File: src/rtl/fifo_ctrl_pkg.sv
// Shared FIFO sizing: pointer width and data width defaults, plus the derived depth.
// The storage array, the controller and the queue wrapper all take their sizes from here.
package fifo_ctrl_pkg;

  localparam int DEF_MAIN_QUEUE_SIZE = 3;
  localparam int DEF_DATA_SIZE       = 8;

  function automatic int depth_of(input int ptr_w);
    return 2 ** ptr_w;
  endfunction

  localparam int DEF_DEPTH = depth_of(DEF_MAIN_QUEUE_SIZE);

endpackage

File: src/rtl/fifo_ctrl.sv
// Pointer/occupancy controller for one FIFO queue. Storage is written synchronously and read
// combinationally, so both strobes and both pointers are valid in the same cycle as the request.
module fifo_ctrl
  import fifo_ctrl_pkg::*;
#(
  parameter int MAIN_QUEUE_SIZE = DEF_MAIN_QUEUE_SIZE
) (
  input  logic                       clk,
  input  logic                       reset,
  input  logic                       push,
  input  logic                       pop,
  input  logic [MAIN_QUEUE_SIZE:0]   af_th,
  input  logic [MAIN_QUEUE_SIZE:0]   ae_th,
  output logic                       write,
  output logic                       read,
  output logic [MAIN_QUEUE_SIZE-1:0] ptr_write,
  output logic [MAIN_QUEUE_SIZE-1:0] ptr_read,
  output logic [MAIN_QUEUE_SIZE:0]   count,
  output logic                       full,
  output logic                       empty,
  output logic                       almost_full,
  output logic                       almost_empty,
  output logic                       overflow,
  output logic                       underflow
);

  localparam int                     DEPTH    = depth_of(MAIN_QUEUE_SIZE);
  localparam logic [MAIN_QUEUE_SIZE:0] FULL_CNT = (MAIN_QUEUE_SIZE+1)'(DEPTH);

  logic acc_push, acc_pop;

  assign full         = (count == FULL_CNT);
  assign empty        = (count == '0);
  assign almost_full  = (count >= af_th);
  assign almost_empty = (count <= ae_th);

  // A full queue can still take a push when the same cycle frees a slot; the read
  // returns the old entry before the write lands on that slot at the edge.
  assign acc_pop  = pop & ~empty;
  assign acc_push = push & (~full | acc_pop);

  assign write = acc_push & ~reset;
  assign read  = acc_pop & ~reset;

  always_ff @(posedge clk) begin
    if (reset) begin
      ptr_write <= '0;
      ptr_read  <= '0;
      count     <= '0;
      overflow  <= 1'b0;
      underflow <= 1'b0;
    end else begin
      if (acc_push) ptr_write <= ptr_write + 1'b1;
      if (acc_pop)  ptr_read  <= ptr_read + 1'b1;
      case ({acc_push, acc_pop})
        2'b10:   count <= count + 1'b1;
        2'b01:   count <= count - 1'b1;
        default: count <= count;
      endcase
      if (push & full & ~acc_pop) overflow  <= 1'b1;
      if (pop & empty)            underflow <= 1'b1;
    end
  end

endmodule

File: config.mk
export PLATFORM = sky130hd
export DESIGN_NAME = fifo_ctrl
export DESIGN_NICKNAME = d
export VERILOG_FILES = /design/src/rtl/fifo_ctrl_pkg.sv /design/src/rtl/fifo_ctrl.sv
export SDC_FILE = /design/constraint.sdc
export NUM_CORES = 1
export LEC_CHECK = 0
export CORE_UTILIZATION = 47
export DETAILED_ROUTE_END_ITERATION = 10
export GPL_TIMING_DRIVEN = 0
export PLACE_DENSITY = 0.83
export SLEW_MARGIN = 20
export SYNTH_ARGS = -nofsm -noshare
export SYNTH_HDL_FRONTEND = slang
export SYNTH_SLANG_ARGS = --single-unit
File: constraint.sdc
create_clock -name clk -period 3.3 [get_ports clk]
set_input_delay 0.33 -clock clk [delete_from_list [all_inputs] [get_ports clk]]
set_output_delay 0.33 -clock clk [all_outputs]
set_load 0.01 [all_outputs]
# After elaboration in Yosys (flattened, before gate mapping)
# Index checks and enable logic that the tools add are counted.
# word_totals
ff_bits	12
mem_bits_rw	0
latch_bits	0
inputBits	12
word_cells	29
mem_bits_ro	0
mem_count	0
# op_classes
n_lt_le_gt_ge	2
add_sub_neg	4
reduce_logical	2
shifts	0
n_eq_ne	3
mul	0
div_mod_pow	0
muxes	1
bitwise_logic	12
# ops
cell	n
4-bit one-hot mux with 2 select lines	1
1-bit AND	7
3-bit by 1-bit adder with 3-bit output (second input constant)	2
4-bit by 1-bit adder with 4-bit output (second input constant)	1
4-bit equality test (second input constant)	1
4-bit >= comparator	1
4-bit less-or-equal comparator	1
4-bit logical NOT	1
1-bit NOT	4
4-bit by 1-bit subtractor with 4-bit output (second input constant)	1
2-bit by 1-bit equality test with 1-bit output (second input constant)	1
2-bit equality test (second input constant)	1
2-bit nonzero test	1
1-bit bitwise OR	1

# Logic depth before layout (Yosys ltp)
# Gate-level depths: netlist of run 1.
# depth
depth_word	7
ltp_mapped	9
mapped_depth_nobuf	8

# Least setup slack after synthesis of run 1
# Ideal clock, no wire load.
# synth_timing
path_type	register to register
from	register count[1]
to	register count[2]
stages_incl_launch_ff	10
arrival_ps	1983
slack_ps	1178
required_time_ps	3161
setup_time_ps	139
n_path_buf	1
cell_sequence	dfxtp_1 -> buf_6 -> or4_4 -> nand2_1 -> xnor2_1 -> ha_1 -> nor2_1 -> nor4_2 -> a311oi_1 -> o221ai_1
# synth_via
elab_chain_cells	7
elab_cells_between_ends	13
classes_between	2 x add/sub; 3 x eq/ne; 1 x mux; 5 x bitwise; 2 x reduce/logical
# synth_rtl
element	line	rtl
start, declared	fifo_ctrl.sv:18	output logic [MAIN_QUEUE_SIZE:0] count,
start signal, assigned	fifo_ctrl.sv:56	2'b10: count <= count + 1'b1;
start signal, assigned	fifo_ctrl.sv:57	2'b01: count <= count - 1'b1;
start signal, assigned	fifo_ctrl.sv:58	default: count <= count;
4-bit logical NOT	fifo_ctrl.sv:33	assign empty = (count == '0);
1-bit NOT	fifo_ctrl.sv:39	assign acc_pop = pop & ~empty;
1-bit AND	fifo_ctrl.sv:39	
1-bit bitwise OR	fifo_ctrl.sv:40	assign acc_push = push & (~full | acc_pop);
1-bit AND	fifo_ctrl.sv:40	
2-bit by 1-bit equality test with 1-bit output / 2-bit equality test (equally long branches)	fifo_ctrl.sv:55	case ({acc_push, acc_pop})
4-bit one-hot mux with 2 select lines / 2-bit nonzero test (equally long branches)	n/a	
# Several ways; a longest one is shown, not always the timed one.
# A chain may end at the register's enable or synchronous reset.

# Worst setup path after layout of run 1
# layout_timing
from	register count[0]
to	output port almost_full
# layout_via
elab_chain_cells	1
# layout_rtl
element	line	rtl
4-bit >= comparator	fifo_ctrl.sv:34	assign almost_full = (count >= af_th);
end, declared	fifo_ctrl.sv:21	output logic almost_full,
# No other way between the ends.

==> results_dict.tcl, run 1 <==
set metrics [dict create \
    gp_congestion 0.768 \
    worstSetupEndpointType "output port" \
    synthArstFlopShare_pct 0 \
    cts.sinks 12 \
    ys_seq_area_share_pct 28.0 \
    first_pass_iters 4 \
    std_cell_rows 15 \
    fin_crit_sh_pct 81.0 \
    crit_path_top_delay_cell "dfxtp_1" \
    clk_pin_slew_ps 80 \
    drc_errors 0 \
    path_max_fanout 9 \
    cts_setup_buffers 0 \
    area_growth_pct 39.4 \
    synthCells 100 \
    insertion_delay_ps 280 \
    rsz0062_at_grt "no" \
    dieWidth_um 44.7 \
    vias 806 \
    tightest_slew_ps 458 \
    routed_wl_mm 1.83 \
    nets 155 \
    post_cts_resized 0 \
    hold_class "primary input to flip-flop" \
    syn_nets 123 \
    holdWs_ps 379 \
    slew_headroom_pct 69.5 \
    place_hpwl_mm 1.38 \
    dp.cells 152 \
    initial_core_util_pct 49.6 \
    crit_type "flip-flop to output port" \
    grt_pass1_wl_mm 3.02 \
    cts_hold_buf 0 \
    crit_top_cell "a21o_1" \
    crit_chain "inv_1 > ha_1 > nand2b_1 > a21o_1 > a21o_1 > a21o_1 > clkdlybuf4s50_1" \
    maxCapViolations 0 \
    grt_util_all_layers_pct 20.0 \
    critPathLaunchType "flip-flop" \
    hold_viol_final 0 \
    fillers 150 \
    coreArea_um2 1730 \
    status "finished clean" \
    grt_overflow 0 \
    die_h_um 44.7 \
    io_buffer_count 27 \
    numCtsBuffers 3 \
    vias_per_cell 5.17 \
    drv_slew 0 \
    setup_violations 0 \
    grt_max_degree 11 \
    drtIter0Drc 11 \
    cts_root_buf "clkbuf_4" \
    fin_skew_ps 1.78 \
    p_leak_nw 0.533 \
    antenna_cells 0 \
    final_cell_mix "clkdlybuf4s50_1, nor2_1, dfxtp_1, ha_1, inv_1" \
    synth-seq-cells 12 \
    grt_pass1_vias 719 \
    final_core_util_pct 69.2 \
    io_pins 30 \
    cts_tree "built" \
    finalSetupTns_ps 0 \
    max_freq_ghz 0.374 \
    antenna_found_initial 0 \
    yosys_warnings 0 \
    syn_avg_cell_area_um2 8.57 \
    slowest_delay_ps 530 \
    power.density_nw_per_um2 661 \
    peakVddDrop_mv 0.388 \
    yosys_most_used_dff "dfxtp_1" \
    cp.arrival_ps 2340 \
    clock_path_buffers 2 \
    dieArea_um2 2000 \
    cp_data_required_time_ps 2970 \
    final_common_cell "clkdlybuf4s50_1" \
    wl_per_cell_um 11.8 \
    layout_min_cycle_time_ps 2670 \
    synth_edf_count 0 \
    ys_types 36 \
    fin_cells 156 \
    netlist_area_um2 857 \
    htree_levels 1 \
    drtAntennaViolNets 0 \
    final_layout_size_suffix_gt1_share_pct 9.16 \
]
per-layer routing:
layer	routed length (um)	vias up	track usage, %
li1	-	405	-
met1	843	372	25.1
met2	862	24	34.7
met3	99	5	2.80
met4	27	0	7.27
met5	0	-	0
critical path, delay by kind of cell, from the launching register on:
kind | cells | cell delay [ps]
buffers and inverters | 2 | 610
flip-flops | 1 | 530
AO/OA/AOI/OAI | 3 | 520
adder cells (fa/ha/maj) | 1 | 280
AND/OR/NAND/NOR | 1 | 130
cell usage after synthesis (all sizes together), types with 2 or more instances:
library cell	count	area share (%)
ha	11	16
mux2i	2	2.3
nor2b	2	1.5
nand2b	3	2.2
buf	3	2.3
xor2	4	4.1
xnor2	4	4.1
nand2	5	2.2
nand3	2	1.2
a21o	3	2.6
o21ai	2	1.6
clkbuf	3	1.3
inv	9	3.9
a21oi	3	1.8
o21a	2	1.8
dfxtp	12	28
nor2	14	6.1
per-stage QoR:
step | instance area [um2] | worst slack, ps | total power [mW]
after detailed placement | 1160 | 616 | 0.676
after CTS | 1190 | 624 | 0.795
after floorplan | 857 | 1180 | 0.505
after global placement | 1160 | 695 | 0.659
after global routing | 1190 | 504 | 0.850
final | 1190 | 628 | 0.790
registers in the layout, indices dropped and copies added, names as in the netlist:
name       flops
count          4
ptr_read       3
ptr_write      3
overflow       1
underflow      1
power by group:
part | leakage (nW) | switching [mW] | total, mW | internal [mW]
clock | 0.0210 | 0.0535 | 0.121 | 0.0671
combinational | 0.414 | 0.215 | 0.454 | 0.239
sequential | 0.0981 | 0.0392 | 0.215 | 0.176
logic make-up after synthesis:
group	Yosys count	synth area share [%]
AND/OR/NAND/NOR	34	21.8
AO/OA/AOI/OAI	17	15.0
buffers and inverters	16	8.61
flip-flops	12	28.0
adder cells (fa/ha/maj)	11	16.1
XOR/XNOR	8	8.17
multiplexers	2	2.34
layout make-up:
cell class | count | area [um2] | area share [%]
Multi-Input combinational cell | 72 | 543 | 45.4
Timing Repair Buffer | 27 | 270 | 22.6
Sequential cell | 12 | 240 | 20.1
Inverter | 10 | 42.5 | 3.56
Clock buffer | 4 | 36.3 | 3.04
Buffer | 6 | 31.3 | 2.62
Tap cell | 25 | 31.3 | 2.62
path summary, 6_finish.rpt:
check	slack [ps]	from	endpoint	cells past startpoint
worst max-delay path	630	count[0]	almost_full	7
worst min-delay path	380	reset	ptr_write[0]	2
worst max register to register	1010	count[2]	count[2]	9
worst min register to register	480	underflow	underflow	2
Note: power is estimated with default switching activity, not from simulation.
==> inputs of run 2 (changes only) <==
CORE_UTILIZATION = 44   (was 47)
PLACE_DENSITY = 0.78   (was 0.83)
clock period = 2.75 ns   (was 3.3 ns; I/O delays follow)
==> run 2 against run 1 <==
  * Clock skew up 4.9 ps
  * First-iteration DRC count down 27%
  * Sequential power up 21%
  * Sequential share of layout area unchanged
  * Critical path depth unchanged
  * Core utilization down 2.2 points
  * Die area up 6.5%
  * Worst hold slack worse by 34 ps
  * Global-route usage up 0.88 points
  * Largest cell class unchanged
==> results_dict.tcl, run 2 (synthesized netlist as in run 1, its figures left out) <==
set metrics [dict create \
    cp_data_required_time_ps 2480 \
    vias_per_cell 5.13 \
    dieWidth_um 46.1 \
    cts_hold_buf 0 \
    crit_type "flip-flop to output port" \
    grt_pass1_wl_mm 3.06 \
    p_int_uw 578 \
    status "finished clean" \
    io_buffer_count 27 \
    fin_cells 156 \
    first_pass_iters 4 \
    cts_setup_buffers 0 \
    area_growth_pct 39.4 \
    final_common_cell "clkdlybuf4s50_1" \
    power.density_nw_per_um2 798 \
    peakVddDrop_mv 0.480 \
    wl_per_cell_um 12.7 \
    cts.sinks 12 \
    tightest_slew_ps 440 \
    vias 800 \
    grt_util_all_layers_pct 20.8 \
    die_h_um 46.1 \
    critPathLaunchType "flip-flop" \
    antenna_found_initial 0 \
    rsz0062_at_grt "no" \
    max_freq_ghz 0.384 \
    path_max_fanout 9 \
    holdWs_ps 345 \
    pwr-share-comb_pct 57.1 \
    worstSetupEndpointType "output port" \
    coreArea_um2 1780 \
    cts_tree "built" \
    hold_class "primary input to flip-flop" \
    std_cell_rows 15 \
    finalSetupTns_ps 0 \
    drc_errors 0 \
    hold_viol_final 0 \
    clk_pin_slew_ps 90 \
    setup_violations 0 \
    drtAntennaViolNets 0 \
    fin_crit_sh_pct 94.6 \
    grt_pass1_vias 716 \
    io_pins 30 \
    top_register "count" \
    fin_skew_ps 6.65 \
    numCtsBuffers 3 \
    clock_path_buffers 2 \
    drv_slew 0 \
    dieArea_um2 2130 \
    cts_root_buf "clkbuf_4" \
    final_core_util_pct 67.0 \
    slew_headroom_pct 70.6 \
    final_layout_size_suffix_gt1_share_pct 9.16 \
    dp.cells 152 \
    cp.arrival_ps 2330 \
    final_cell_mix "clkdlybuf4s50_1, nor2_1, dfxtp_1, ha_1, inv_1" \
    nets 155 \
    antenna_cells 0 \
    power_uw 953 \
    initial_core_util_pct 48.1 \
    top_regs "count: 4 flops, ptr_read: 3 flops, ptr_write: 3 flops" \
    htree_levels 1 \
    layout_min_cycle_time_ps 2600 \
    drtIter0Drc 8 \
    power.share.switching_pct 39.3 \
    grt_max_degree 11 \
    p_leak_nw 0.533 \
    largest_register_ffs 4 \
    post_cts_resized 0 \
    maxCapViolations 0 \
    p_sw_uw 375 \
    place_hpwl_mm 1.52 \
    p_seq_share_pct 27.3 \
    routed_wl_mm 1.98 \
    gp_congestion 0.761 \
    clkPwrFrac_pct 15.6 \
    grt_overflow 0 \
    insertion_delay_ps 280 \
]
run 2: critical path, stage by stage, from the launching register on:
cell	delay, ps
dfxtp_1	530
inv_1	140
ha_1	280
nand2b_1	140
a21o_1	170
a21o_1	160
a21o_1	160
clkdlybuf4s50_1	470
run 2: layer usage:
metal	GRT usage [%]	wire, um
met1	22.7	862
met2	37.7	991
met3	3.92	99
met4	10.6	25
met5	0	0
run 2: power groups by stage:
stage	registers (mW)	logic, mW	clock network (mW)
detailed placement	0.265	0.548	0
floorplan	0.271	0.335	0
global route	0.268	0.599	0.157
CTS	0.261	0.551	0.147
finish	0.260	0.544	0.148
global placement	0.262	0.530	0
run 2: final timing paths:
check,from,to,slack [ps],cells past startpoint
setup / recovery,count[0],almost_full,150,7
hold / removal,reset,ptr_read[1],340,2
setup reg to reg,count[2],count[2],500,9
hold reg to reg,ptr_read[1],ptr_read[1],480,2
run 2: stage by stage:
| stage | worst slack, ps | cell area [um2] |
|---|---|---|
| 2_1_floorplan | 628 | 857 |
| 4_1_cts | 148 | 1190 |
| 3_3_place_gp | 205 | 1160 |
| 5_1_grt | 6.39 | 1190 |
| 6_report | 148 | 1190 |
| 3_5_place_dp | 189 | 1160 |
run 2: area by class of cell:
class / instances / area (um2)
clock buffer: 4 / 36.3
tap: 25 / 31.3
fill: 164 / 588
timing repair buffer: 27 / 270
multi-input combinational: 72 / 543
inverter: 10 / 42.5
buffer: 6 / 31.3
sequential: 12 / 240
==> inputs of run 3 (changes only) <==
ABC_CLOCK_PERIOD_IN_PS = 2750   (was not set)
==> results of run 3 <==
Final layout, timing and power as in run 2 (identical DEF).
